## src/rtl/mode_arbiter_pkg.sv

```systemverilog
// Shared mode and FSM encodings for the mode arbiter, its datapath and requesters.
package mode_pkg;

   typedef enum logic [1:0] {
      MODE_PASS = 2'd0,
      MODE_INV  = 2'd1,
      MODE_ZERO = 2'd2,
      MODE_RSVD = 2'd3
   } mode_t;

   typedef enum logic [1:0] {
      IDLE   = 2'd0,
      SETTLE = 2'd1,
      ACK    = 2'd2
   } state_t;

endpackage

```

## src/rtl/mode_arbiter_if.sv

```systemverilog
// Two-requester mode-change handshake bundle (req/req_mode held until ack).
interface mode_arbiter_if;
   import mode_pkg::*;

   logic  req0;
   mode_t req_mode0;
   logic  ack0;
   logic  req1;
   mode_t req_mode1;
   logic  ack1;

   modport master (output req0, req_mode0, req1, req_mode1, input ack0, ack1);
   modport slave  (input req0, req_mode0, req1, req_mode1, output ack0, ack1);

endinterface

```

## src/rtl/mode_arbiter_datapath.sv

```systemverilog
// Combinational pass/invert/zero bit path with a blanking override.
module mode_datapath
   import mode_pkg::*;
(
   input  logic  a,
   input  mode_t mode,
   input  logic  blank,
   output logic  b
);

   always_comb begin
      b = 1'b0;
      if (!blank) begin
         unique case (mode)
            MODE_PASS: b = a;
            MODE_INV:  b = ~a;
            default:   b = 1'b0;
         endcase
      end
   end

endmodule

```

## src/rtl/mode_arbiter.sv

```systemverilog
// Round-robin mode-change arbiter with settle blanking.
// Optional change counter enabled by MODE_ARBITER_STATS_EN.
module mode_arbiter
   import mode_pkg::*;
#(
   parameter int unsigned SETTLE_CYCLES = 4,
   parameter mode_t       RESET_MODE    = MODE_INV
) (
   input  logic           clk,
   input  logic           rst_n,
   input  logic           a,
   output logic           b,
   mode_arbiter_if.slave  arb,
   output logic [1:0]     cur_mode,
   output logic           busy
`ifdef MODE_ARBITER_STATS_EN
   ,
   output logic [15:0]    change_count
`endif
);

   localparam logic [7:0] CNT_LOAD = 8'(SETTLE_CYCLES - 1);

   state_t     state_q, state_d;
   mode_t      cur_mode_q, cur_mode_d;
   mode_t      pend_mode_q, pend_mode_d;
   logic       rr_ptr_q, rr_ptr_d;
   logic       gnt_q, gnt_d;
   logic       ack0_q, ack0_d;
   logic       ack1_q, ack1_d;
   logic [7:0] cnt_q, cnt_d;
   logic       gnt_sel;
   mode_t      gnt_mode;

   always_comb begin
      state_d     = state_q;
      cur_mode_d  = cur_mode_q;
      pend_mode_d = pend_mode_q;
      rr_ptr_d    = rr_ptr_q;
      gnt_d       = gnt_q;
      cnt_d       = cnt_q;
      ack0_d      = 1'b0;
      ack1_d      = 1'b0;
      // With both requests high rr_ptr decides; otherwise the lone requester wins.
      gnt_sel     = (arb.req0 && arb.req1) ? rr_ptr_q : arb.req1;
      gnt_mode    = gnt_sel ? arb.req_mode1 : arb.req_mode0;

      unique case (state_q)
         IDLE: begin
            if (arb.req0 || arb.req1) begin
               gnt_d       = gnt_sel;
               rr_ptr_d    = ~gnt_sel;
               pend_mode_d = gnt_mode;
               if (gnt_mode == cur_mode_q) begin
                  state_d = ACK;
                  ack0_d  = ~gnt_sel;
                  ack1_d  = gnt_sel;
               end else begin
                  state_d = SETTLE;
                  cnt_d   = CNT_LOAD;
               end
            end
         end
         SETTLE: begin
            if (cnt_q != 8'd0) begin
               cnt_d = cnt_q - 8'd1;
            end else begin
               cur_mode_d = pend_mode_q;
               state_d    = ACK;
               ack0_d     = ~gnt_q;
               ack1_d     = gnt_q;
            end
         end
         ACK:     state_d = IDLE;
         default: state_d = IDLE;
      endcase
   end

   always_ff @(posedge clk or negedge rst_n) begin
      if (!rst_n) begin
         state_q     <= IDLE;
         cur_mode_q  <= RESET_MODE;
         pend_mode_q <= RESET_MODE;
         rr_ptr_q    <= 1'b0;
         gnt_q       <= 1'b0;
         cnt_q       <= '0;
         ack0_q      <= 1'b0;
         ack1_q      <= 1'b0;
      end else begin
         state_q     <= state_d;
         cur_mode_q  <= cur_mode_d;
         pend_mode_q <= pend_mode_d;
         rr_ptr_q    <= rr_ptr_d;
         gnt_q       <= gnt_d;
         cnt_q       <= cnt_d;
         ack0_q      <= ack0_d;
         ack1_q      <= ack1_d;
      end
   end

`ifdef MODE_ARBITER_STATS_EN
   logic [15:0] change_count_q, change_count_d;

   always_comb begin
      change_count_d = change_count_q;
      if (state_q == SETTLE && cnt_q == 8'd0) change_count_d = change_count_q + 16'd1;
   end

   always_ff @(posedge clk or negedge rst_n) begin
      if (!rst_n) change_count_q <= '0;
      else        change_count_q <= change_count_d;
   end

   assign change_count = change_count_q;
`endif

   mode_datapath u_dp (
      .a     (a),
      .mode  (cur_mode_q),
      .blank (state_q == SETTLE),
      .b     (b)
   );

   assign arb.ack0 = ack0_q;
   assign arb.ack1 = ack1_q;
   assign cur_mode = cur_mode_q;
   assign busy     = (state_q != IDLE);

endmodule

```

## src/flat_wrapper.sv

```systemverilog
// flat-port wrapper written by rule: the top's interface ports become plain ports
module mode_arbiter_flat import mode_pkg::*;
#(
   parameter int unsigned SETTLE_CYCLES = 4,
   parameter mode_t       RESET_MODE    = MODE_INV
)
  (clk, rst_n, a, b, cur_mode, busy, arb_req0, arb_req_mode0, arb_req1, arb_req_mode1, arb_ack0, arb_ack1);
  mode_arbiter_if arb_i ();
  input  logic clk;
  input  logic rst_n;
  input  logic a;
  output logic b;
  output logic [1:0] cur_mode;
  output logic busy;
  input wire logic [$bits(arb_i.req0)-1:0] arb_req0;
  input wire logic [$bits(arb_i.req_mode0)-1:0] arb_req_mode0;
  input wire logic [$bits(arb_i.req1)-1:0] arb_req1;
  input wire logic [$bits(arb_i.req_mode1)-1:0] arb_req_mode1;
  output wire logic [$bits(arb_i.ack0)-1:0] arb_ack0;
  output wire logic [$bits(arb_i.ack1)-1:0] arb_ack1;
  assign arb_i.req0 = arb_req0;
  assign arb_i.req_mode0 = arb_req_mode0;
  assign arb_i.req1 = arb_req1;
  assign arb_i.req_mode1 = arb_req_mode1;
  assign arb_ack0 = arb_i.ack0;
  assign arb_ack1 = arb_i.ack1;
  mode_arbiter #(.SETTLE_CYCLES(SETTLE_CYCLES), .RESET_MODE(RESET_MODE)) u_core (.clk(clk), .rst_n(rst_n), .a(a), .b(b), .arb(arb_i), .cur_mode(cur_mode), .busy(busy));
endmodule
```

## config.mk

```make
export PLATFORM = sky130hd
export DESIGN_NAME = mode_arbiter_flat
export DESIGN_NICKNAME = d
export VERILOG_FILES = /design/src/rtl/mode_arbiter_pkg.sv /design/src/rtl/mode_arbiter_if.sv /design/src/rtl/mode_arbiter_datapath.sv /design/src/rtl/mode_arbiter.sv /design/src/flat_wrapper.sv
export SDC_FILE = /design/constraint.sdc
export NUM_CORES = 1
export LEC_CHECK = 0
export BUFFER_PORTS_ARGS = -buffer_cell sky130_fd_sc_hd__buf_2
export CAP_MARGIN = 15
export CORE_MARGIN = 2
export CORE_UTILIZATION = 59
export DETAILED_ROUTE_END_ITERATION = 10
export MAX_ROUTING_LAYER = met4
export PLACE_DENSITY = 0.87
export SYNTH_ARGS = -nofsm -noshare
export SYNTH_HDL_FRONTEND = slang
export SYNTH_SLANG_ARGS = --single-unit
```

## constraint.sdc

```tcl
create_clock -name clk -period 4.7 [get_ports clk]
set_clock_uncertainty 0.05 [all_clocks]
set_input_delay 0.705 -clock clk [delete_from_list [all_inputs] [get_ports clk]]
set_output_delay 0.705 -clock clk [all_outputs]
set_load 0.005 [all_outputs]
```

==> results.txt <==
Initial antenna violation count: 0
Leakage: 0.000550 µW
Vias in the first global route: 762
Ratio of cells with drive above 1 in the final layout: 26.7%
DP Wirelength: 1.55 mm
Nets@finish: 132
R2R depth: 5
Die area: 0.00210 mm²
Port Buffer Count: 14
Global-route wire length before repair: 3.31 mm
Die Ht: 45.9 µm
Num ports: 15
Via-per-instance ratio: 6.09
Core Region: 0.00169 mm²
TritonRoute pass-1 iters: 4
Min Tclk post-route: 2160 ps
Gate Count Post-Synth: 104
Total Wirelength: 2.07 mm
Post-synth top flop: dfrtp_1
CTS tree: built
Clock sinks: 18
Setup bufs post-CTS: 0
Site Rows: 15
Post-synth EDFFs: 0
Root buffer cell: clkbuf_4
Die width: 45.9 µm
R2R Setup Slk: 2850 ps
Fmax: 462 MHz
Fin cells: 137
Fill cell count: 128
Reg2reg start: u_core.state_q[1]
Period utilisation layout: 46.0%
H-tree level count: 1
Yosys reg bits: 18
Yosys Warn Count: 0
Slew headroom: 61.2%
Worst path max stage delay: 470 ps
Outcome: finished, final reports clean
Hold-fix buffer count after cts: 0
Setup TNS Final: 0 ps
Post_cts resized: 0
Area Overhead vs Synth: 10.9%
Worst slew pin tran: 581 ps
Synth async-reset ratio: 100%
Drc violations: 0
Gpl congestion: 0.832
Largest net degree at the start of global routing: 19
Max VDD drop: 400 µV
Max_cap viols: 0
Fraction of synthesized cell area taken by the top area cell type: 38.7%
Hold Violations, Final: 0
Seq/Total Area, Yosys: 43.8%
Critical path type: flop to output port
Reg2reg end: u_core.cur_mode[1]
Tot Pwr: 769 µW
Commonest cells post-synth: 16 x dfrtp_1, 10 x nor2_1, 7 x nand2_1
Mapped Area: 0.00103 mm²
Tot GR Track Use: 23.1%
Initial Utilization: 61.3%
WP data arrival: 1410 ps
Pins Over Slew Limit: 0
Final setup violation count: 0
Synth top area cells: dfrtp_1 39%, dfstp_2 5.1%, nor2_1 3.6%
Most frequent cell after synthesis: dfrtp_1
Hold WC Path Type: input port to asynchronous set/reset pin
Placed Area: 0.00111 mm²
DR vias: 834
Antenna Nets Post-Route: 0
DRT iter0 DRCs: 13
Critical Path, Cell by Cell: nor2b_1 > nor3_1 > buf_2
Distinct cells, synth: 35
Crit start category: flop
CTS clk-pin slew, worst paths: 100 ps
CTS Buf Count: 3
Worst setup EP type: output port
DP Cell Count: 133
Crit Path Max Fanout: 8
Biggest area consumer among synthesized cells: dfrtp_1
Mapped Nets: 115
Worst EP required: 3940 ps
Start point of the critical path: u_core.state_q[1]
Power density over the cells: 670 mW/mm²
Antenna fix cells: 0
WL/cell: 15.1 µm
Mean post-synth cell area: 9.95 µm²
Worst-Skew Late Latency: 300 ps
CP max stage cell: nor2b_1
Maximum root-to-sink buffer count: 2
Remaining global-route overflow: 0
Final Cell Area: 0.00115 mm²
Unrepaired setup endpoints after global routing: no
Worst hold margin: 269 ps
[report_power, final]
| part | switching, µW | total (µW) | internal, µW | leakage, µW |
|---|---|---|---|---|
| Combinational | 212 | 378 | 165 | 0.000305 |
| Clock | 49.6 | 96.9 | 47.3 | 0.0000210 |
| Sequential | 64.0 | 294 | 230 | 0.000224 |
| Total | 326 | 769 | 443 | 0.000550 |
[state kept, by name, indices dropped and copies added, names as in the netlist]
name / cells
u_core.gnt_q: 1
u_core.rr_ptr_q: 1
u_core.pend_mode_q: 2
u_core.arb.ack1: 1
u_core.cnt_q: 8
u_core.state_q: 2
u_core.cur_mode: 2
u_core.arb.ack0: 1
[area by class of cell]
cell class	count	area, µm²	share of cell area, %
timing repair buffer	14	70.1	6.11
multi-input combinational	77	541	47.1
tap	17	21.3	1.85
sequential	18	453	39.5
clock buffer	4	36.3	3.16
inverter	7	26.3	2.29
[kinds of logic (layout without fill, tap and decap cells)]
group / Yosys count / after routing / synth area share [%]
AO/OA/AOI/OAI: 25 / 25 / 19.3
multiplexers: 4 / 4 / 4.11
XOR/XNOR: 1 / 1 / 0.847
adder cells (fa/ha/maj): 2 / 2 / 2.42
buffers and inverters: 9 / 25 / 3.99
flip-flops: 18 / 18 / 43.8
AND/OR/NAND/NOR: 45 / 45 / 25.5
[cells in the final DEF, fill, tap and decap left out, drive strengths merged, types with 4 or more instances in the layout]
cell / count
buf: 14
clkbuf: 4
nand2: 7
inv: 7
a21oi: 4
nor2b: 6
nand4b: 4
nor3: 5
nand3: 5
o22ai: 4
o21ai: 7
dfrtp: 16
nor2: 11
[routing by layer]
| metal | routed length, µm | global-route usage, % | vias to the layer above |
|---|---|---|---|
| li1 | - | - | 403 |
| met1 | 928 | 28.0 | 412 |
| met2 | 1030 | 36.7 | 14 |
| met3 | 62 | 3.57 | 5 |
| met4 | 43 | 12.0 | 0 |
| met5 | 0 | - | - |
[worst max-delay path by stage]
| stage | cells after the start | to | slack [ps] |
|---|---|---|---|
| 3_3_place_gp | 4 | b | 2780 |
| 5_1_grt | 3 | b | 2420 |
| 4_1_cts | 3 | b | 2530 |
| 3_5_place_dp | 4 | b | 2770 |
| 6_report | 3 | b | 2540 |
| 2_1_floorplan | 2 | b | 2970 |
[through the flow]
| step | utilization, % | worst slack (ps) |
|---|---|---|
| 2_1_floorplan | - | 2970 |
| 5_1_grt | 67.9 | 2420 |
| 6_report | 67.9 | 2540 |
| 4_1_cts | 67.9 | 2530 |
| 3_3_place_gp | 65.8 | 2780 |
| 3_5_place_dp | 65.8 | 2770 |
[worst max-delay path, delay by kind of cell (launching register included)]
kind                   cells  cell delay [ps]
AND/OR/NAND/NOR            2              570
buffers and inverters      1              150
flip-flops                 1              390
Note: power is estimated with default switching activity, not from simulation.
